$ cat src/rtl/axil_cmd_master.sv
// Single-outstanding AXI4-Lite master: one command in, one AXI-Lite transaction, one response out.
// Latency >= 3 clocks accept-to-response; cmd_ready_o only in IDLE, response held until rsp_ready_i.
module axil_cmd_master #(
  parameter int DATA_WIDTH = 32,
  parameter int ADDR_WIDTH = 8,
  parameter int STRB_WIDTH = DATA_WIDTH / 8
) (
  input  logic                  clk_i,
  input  logic                  reset_i,
  input  logic                  cmd_valid_i,
  output logic                  cmd_ready_o,
  input  logic                  cmd_we_i,
  input  logic [ADDR_WIDTH-1:0] cmd_addr_i,
  input  logic [DATA_WIDTH-1:0] cmd_wdata_i,
  input  logic [STRB_WIDTH-1:0] cmd_wstrb_i,
  output logic                  rsp_valid_o,
  input  logic                  rsp_ready_i,
  output logic                  rsp_we_o,
  output logic [DATA_WIDTH-1:0] rsp_rdata_o,
  output logic [1:0]            rsp_resp_o,
  output logic [ADDR_WIDTH-1:0] m_axil_awaddr,
  output logic                  m_axil_awvalid,
  input  logic                  m_axil_awready,
  output logic [DATA_WIDTH-1:0] m_axil_wdata,
  output logic [STRB_WIDTH-1:0] m_axil_wstrb,
  output logic                  m_axil_wvalid,
  input  logic                  m_axil_wready,
  input  logic [1:0]            m_axil_bresp,
  input  logic                  m_axil_bvalid,
  output logic                  m_axil_bready,
  output logic [ADDR_WIDTH-1:0] m_axil_araddr,
  output logic                  m_axil_arvalid,
  input  logic                  m_axil_arready,
  input  logic [DATA_WIDTH-1:0] m_axil_rdata,
  input  logic [1:0]            m_axil_rresp,
  input  logic                  m_axil_rvalid,
  output logic                  m_axil_rready
);

  typedef enum logic [2:0] {
    S_IDLE = 3'd0,
    S_WR   = 3'd1,
    S_WB   = 3'd2,
    S_RA   = 3'd3,
    S_RD   = 3'd4,
    S_RSP  = 3'd5
  } state_t;

  state_t r_state;
  state_t w_next;

  logic                  r_we;
  logic [ADDR_WIDTH-1:0] r_addr;
  logic [DATA_WIDTH-1:0] r_wdata;
  logic [STRB_WIDTH-1:0] r_wstrb;
  logic                  r_aw_done;
  logic                  r_w_done;
  logic [DATA_WIDTH-1:0] r_rdata;
  logic [1:0]            r_resp;

  logic w_cmd_hs;
  logic w_aw_hs;
  logic w_w_hs;
  logic w_b_hs;
  logic w_ar_hs;
  logic w_r_hs;
  logic w_wr_both;

  // Every valid/ready is a pure decode of registered state, so no
  // combinational path exists from any slave ready back to a master valid.
  assign cmd_ready_o    = (r_state == S_IDLE);
  assign m_axil_awvalid = (r_state == S_WR) && !r_aw_done;
  assign m_axil_wvalid  = (r_state == S_WR) && !r_w_done;
  assign m_axil_bready  = (r_state == S_WB);
  assign m_axil_arvalid = (r_state == S_RA);
  assign m_axil_rready  = (r_state == S_RD);
  assign rsp_valid_o    = (r_state == S_RSP);

  assign m_axil_awaddr  = r_addr;
  assign m_axil_araddr  = r_addr;
  assign m_axil_wdata   = r_wdata;
  assign m_axil_wstrb   = r_wstrb;
  assign rsp_we_o       = r_we;
  assign rsp_rdata_o    = r_rdata;
  assign rsp_resp_o     = r_resp;

  assign w_cmd_hs  = cmd_valid_i && cmd_ready_o;
  assign w_aw_hs   = m_axil_awvalid && m_axil_awready;
  assign w_w_hs    = m_axil_wvalid && m_axil_wready;
  assign w_b_hs    = m_axil_bvalid && m_axil_bready;
  assign w_ar_hs   = m_axil_arvalid && m_axil_arready;
  assign w_r_hs    = m_axil_rvalid && m_axil_rready;
  assign w_wr_both = (r_aw_done || w_aw_hs) && (r_w_done || w_w_hs);

  always_ff @(posedge clk_i or posedge reset_i) begin
    if (reset_i) begin
      r_state <= S_IDLE;
    end else begin
      r_state <= w_next;
    end
  end

  always_comb begin
    w_next = r_state;
    case (r_state)
      S_IDLE: if (w_cmd_hs) w_next = cmd_we_i ? S_WR : S_RA;
      S_WR:   if (w_wr_both) w_next = S_WB;
      S_WB:   if (w_b_hs) w_next = S_RSP;
      S_RA:   if (w_ar_hs) w_next = S_RD;
      S_RD:   if (w_r_hs) w_next = S_RSP;
      S_RSP:  if (rsp_ready_i) w_next = S_IDLE;
      default: w_next = S_IDLE;
    endcase
  end

  // AW and W may complete in either order; each done flag retires its valid.
  always_ff @(posedge clk_i or posedge reset_i) begin
    if (reset_i) begin
      r_we      <= 1'b0;
      r_addr    <= '0;
      r_wdata   <= '0;
      r_wstrb   <= '0;
      r_aw_done <= 1'b0;
      r_w_done  <= 1'b0;
      r_rdata   <= '0;
      r_resp    <= 2'b00;
    end else begin
      if (w_cmd_hs) begin
        r_we      <= cmd_we_i;
        r_addr    <= cmd_addr_i;
        r_wdata   <= cmd_wdata_i;
        r_wstrb   <= cmd_wstrb_i;
        r_aw_done <= 1'b0;
        r_w_done  <= 1'b0;
      end
      if (w_aw_hs) r_aw_done <= 1'b1;
      if (w_w_hs)  r_w_done  <= 1'b1;
      if (w_b_hs) begin
        r_rdata <= '0;
        r_resp  <= m_axil_bresp;
      end
      if (w_r_hs) begin
        r_rdata <= m_axil_rdata;
        r_resp  <= m_axil_rresp;
      end
    end
  end

endmodule
$ cat config.mk
export PLATFORM = sky130hd
export DESIGN_NAME = axil_cmd_master
export DESIGN_NICKNAME = d
export VERILOG_FILES = /design/src/rtl/axil_cmd_master.sv
export SDC_FILE = /design/constraint.sdc
export NUM_CORES = 1
export LEC_CHECK = 0
export CORE_UTILIZATION = 30
export CTS_BUF_LIST = sky130_fd_sc_hd__clkbuf_4 sky130_fd_sc_hd__clkbuf_8
export DETAILED_ROUTE_END_ITERATION = 7
export DONT_BUFFER_PORTS = 1
export PLACE_DENSITY_LB_ADDON = 0.15
export SYNTH_ARGS = -nofsm -noshare
export SYNTH_HDL_FRONTEND = slang
export SYNTH_SLANG_ARGS = --single-unit
$ cat constraint.sdc
create_clock -name clk_i -period 5.2 [get_ports clk_i]
set_input_delay 0.78 -clock clk_i [delete_from_list [all_inputs] [get_ports clk_i]]
set_output_delay 0.78 -clock clk_i [all_outputs]
set_load 0.03 [all_outputs]
### Word level (Yosys, flattened, before mapping)

Cells that the tools add are included.

| word-level totals | value |
|---|---|
| register bits after elaboration | 84 |
| bits of input ports | 90 |
| output and inout bits | 94 |
| logic and storage cells | 53 |

| cells by class | value |
|---|---|
| equal/unequal tests | 11 |
| muxes and demuxes | 15 |
| reduce and logical (&&, ||, !) cells | 18 |

Operators with widths:

| kind | number |
|---|---|
| $mux 32 | 2 |
| $mux 3 | 6 |
| $pmux 3 s6 | 1 |
| $ne 2x1->1 const B | 5 |
| $logic_and 1x1->1 | 9 |
| $eq 3x2->1 const B | 2 |
| $eq 3x3->1 const B | 2 |
| $mux 2 | 3 |
| $reduce_and 6->1 | 1 |
| $reduce_bool 2->1 | 3 |
| $eq 3x1->1 const B | 1 |
| $logic_not 3->1 | 1 |
| $mux 1 | 3 |
| $logic_not 1->1 | 2 |
| $logic_or 1x1->1 | 2 |
| $ne 2x2->1 const B | 1 |

### Longest topological paths before layout

| depth | value |
|---|---|
| depth in word-level cells | 7 |
| mapped depth | 7 |
| depth with buffers taken out | 4 |

### Worst setup path before layout

Ideal clock, no wire load.

| path | value |
|---|---|
| path kind | register -> output |
| start | register r_state[0] |
| end | output port m_axil_awvalid |
| arrival time | 1508 ps |
| required time | 4420 ps |
| setup slack | 2912 ps |
| cell stages (with the launch flop) | 5 |
| path buffers | 2 |
| cell sequence | dfrtp_1 -> buf_2 -> buf_2 -> or3b_2 -> nor2_1 |

| between the ends | value |
|---|---|
| cells in the longest elaborated chain, start to end | 2 |

RTL lines:

| element | line | RTL |
|---|---|---|
| start, declared | 49 | `state_t r_state;` |
| start signal, assigned | 99 | `r_state <= w_next;` |
| $eq 3x1->1 | 72 | `assign m_axil_awvalid = (r_state == S_WR) && !r_aw_done;` |
| $logic_and 1x1->1 | 72 |  |
| end, declared | 22 | `output logic m_axil_awvalid,` |

Every way passes these cells.

### Worst setup path in the final report

| path | value |
|---|---|
| start | register r_state[0] |
| end | output port m_axil_wvalid |

| between the ends | value |
|---|---|
| cells in the longest elaborated chain, start to end | 2 |

RTL lines:

| element | line | RTL |
|---|---|---|
| $eq 3x1->1 | 73 | `assign m_axil_wvalid = (r_state == S_WR) && !r_w_done;` |
| $logic_and 1x1->1 | 73 |  |
| end, declared | 26 | `output logic m_axil_wvalid,` |

Every way passes these cells.

==> run summary <==
Syn nets: 324
CP Data Required Time: 4.42 ns
Post-synth EDFFs: 0
Internal power: 1620 uW
PwrDens: 833 nW/um2
Setup Crit Path Kind: reg2out
Achievable Freq: 367 MHz
Final Hold Vio Count: 0
Crit path DAT: 1.95 ns
Clock slew at reported path FFs: 0.09 ns
Final global-route overflow total: 0
Slowest cell on the critical path: dfrtp_1
Status: completed
Switching fraction of total power: 46.7%
Sequential share of power: 62.8%
Max cap viols: 0
Sequential fraction of the synthesis area: 62.6%
Hold Buf Count CTS: 0
Worst Path Max Fanout: 17
Most instantiated cells after synthesis: dfrtp_1 (84), mux2_2 (41), a22o_1 (33), buf_4 (14), buf_2 (8)
Cells after synthesis: 234
Residual DRC: 0
Area of the multi-input gates: 1090 um2
Overall Global Routing Usage: 11.9%
Leak: 0.00159 uW
Die width: 108 um
DP HPWL: 4840 um
Synth warn: 0
Maximum number of pins on one net before global-route repair: 48
DRT iter0 DRCs: 61
Number of CTS-inserted buffers: 9
Register-to-Register Path Depth: 4
Port Buffers: 0
Core Rows: 38
CP Capture Type: output pin
Slew Viols, Final: 0
CTS tree: built
NumNets Final: 314
R2r setup slk: 2.72 ns
DR pass1 iterations: 4
Cell Area, Synth: 3360 um2
Worst hold path type: in2async
N_diodes: 0
Clock power share: 18.2%
Crit start category: flop
TritonCTS Sinks: 84
Comb pwr share: 19.0%
Syn Area/Cell: 14.3 um2
Part of the cycle the worst path needs: 52.5%
Root Driver: clkbuf_8
Antenna Nets Post-Route: 0
Top FF cell, synth: dfrtp_1
Crit path max-delay family: simple AND/OR/NAND/NOR gates
Die height: 108 um
Filler Cells Inserted: 1086
Area growth syn-to-layout: 8.50%
Via density: 5.04
Core ar.: 10900 um2
Via count: 1853
Initial antenna violation count: 0
Critical Path Stages: 2
Routed WL per cell: 18.3 um
P_sw: 1420 uW
RSZ-0062 raised after global routing: no
Max IR drop VDD: 0.269 mV
Delay of the slowest critical-path stage: 0.67 ns
Flops & latches, synth: 84
Fin crit period: 2.73 ns
Worst-path cell chain: or3b_2, nor2_1
Clock Latency Late Sink: 0.35 ns
CTS H-tree lvls: 3
Final clock skew: 0.0136 ns
Setup TNS: 0 ns
Final GP Congestion: 0.661
Storage cell area: 2100 um2
Die area: 11600 um2
# Post-CTS Setup Buffers: 0
First-pass GRT wire length: 10100 um
Starting Density: 30.8%
Vias in the first global route: 1929
Worst r2r dst: m_axil_wdata[8]
Tightest Pin Transition: 1.19 ns
Synth top area cells: dfrtp_1 (63%), mux2_2 (14%), a22o_1 (8.6%)
Count leader, synth: dfrtp_1
Layout cells sized above 1: 28.5%
Post-CTS Resized: 0
CTS Buffer Depth: 2
Synth async-reset ratio: 100%
Post-synth top area share: 62.6%
Final Power: 3030 uW
Leading area contributor after synthesis: dfrtp_1
Total I/O pin count: 184
Final setup violation count: 0
Reg-to-reg critical path startpoint: r_state[0]
Detailed Route WL: 6720 um
Slew headroom: 20.6%
Crit path buffers/inverters: 0
Distinct cell type count after synthesis: 28
-- final cells by class --
| type | instances | area share (%) |
|---|---|---|
| clock buffers | 11 | 3.81 |
| clock inverters | 4 | 2.71 |
| inverters | 4 | 0.447 |
| multi-input cells | 122 | 29.9 |
| flip-flops and latches | 84 | 57.7 |
| well taps | 140 | 4.81 |
| repair buffers | 3 | 0.618 |
-- flip-flops by register name, summed over array words and instances, names as in the netlist --
name           count
rsp_resp_o         2
m_axil_wdata      32
r_aw_done          1
r_state            3
m_axil_wstrb       4
rsp_we_o           1
rsp_rdata_o       32
m_axil_araddr      8
r_w_done           1
-- how the worst max path moves through the flow --
stage,start,end,slack (ns)
6_report,r_state[0],m_axil_wvalid,2.47
2_1_floorplan,reset_i,m_axil_araddr[0],2.25
3_3_place_gp,r_state[0],m_axil_wdata[31],2.75
3_5_place_dp,r_state[0],m_axil_wdata[8],2.70
4_1_cts,r_state[0],m_axil_wvalid,2.44
5_1_grt,r_state[0],m_axil_awvalid,2.38
-- stage by stage --
step	cells	hold WS (ns)	setup WS [ns]	instance area (um2)	util (%)
after global placement	353	0.497	2.75	3400	31.3
after global routing	368	0.467	2.38	3640	33.5
final	368	0.430	2.47	3640	33.5
after CTS	368	0.437	2.44	3640	33.5
after detailed placement	353	0.499	2.70	3400	31.3
after floorplan	234	0.473	2.25	3360	-
-- metal layers --
layer	wire length (um)	track usage [%]
met1	2640	13.6
met2	2980	17.3
met3	1010	7.57
met4	99	5.19
met5	0	0
-- placed cells by master (no fill, tap or decap), types with 3 or more instances in the layout --
| cell | n |
|---|---|
| buf_4 | 3 |
| nand2_1 | 6 |
| inv_1 | 3 |
| nor2_1 | 4 |
| bufinv_16 | 3 |
| mux2_2 | 41 |
| a22o_1 | 33 |
| mux2i_1 | 4 |
| mux2_1 | 5 |
| clkbuf_8 | 9 |
| a21oi_1 | 3 |
| o21ai_0 | 4 |
| dfrtp_1 | 84 |
-- power by group through the flow --
stage	clock [uW]	sequential [uW]	combinational, uW
6_report	552	1900	577
5_1_grt	605	1970	643
4_1_cts	576	1920	592
3_5_place_dp	0	1920	600
3_3_place_gp	0	1930	570
2_1_floorplan	0	1740	678
-- cell families (layout without fill, tap and decap cells) --
logic type | Yosys count | after routing | share of synthesized area, %
buffers and inverters | 28 | 22 | 4.99
multiplexers | 50 | 50 | 16.6
AND/OR/NAND/NOR | 26 | 26 | 4.70
flip-flops | 84 | 84 | 62.6
AO/OA/AOI/OAI | 46 | 46 | 11.1
No activity file was read; power rests on OpenSTA's default activity.
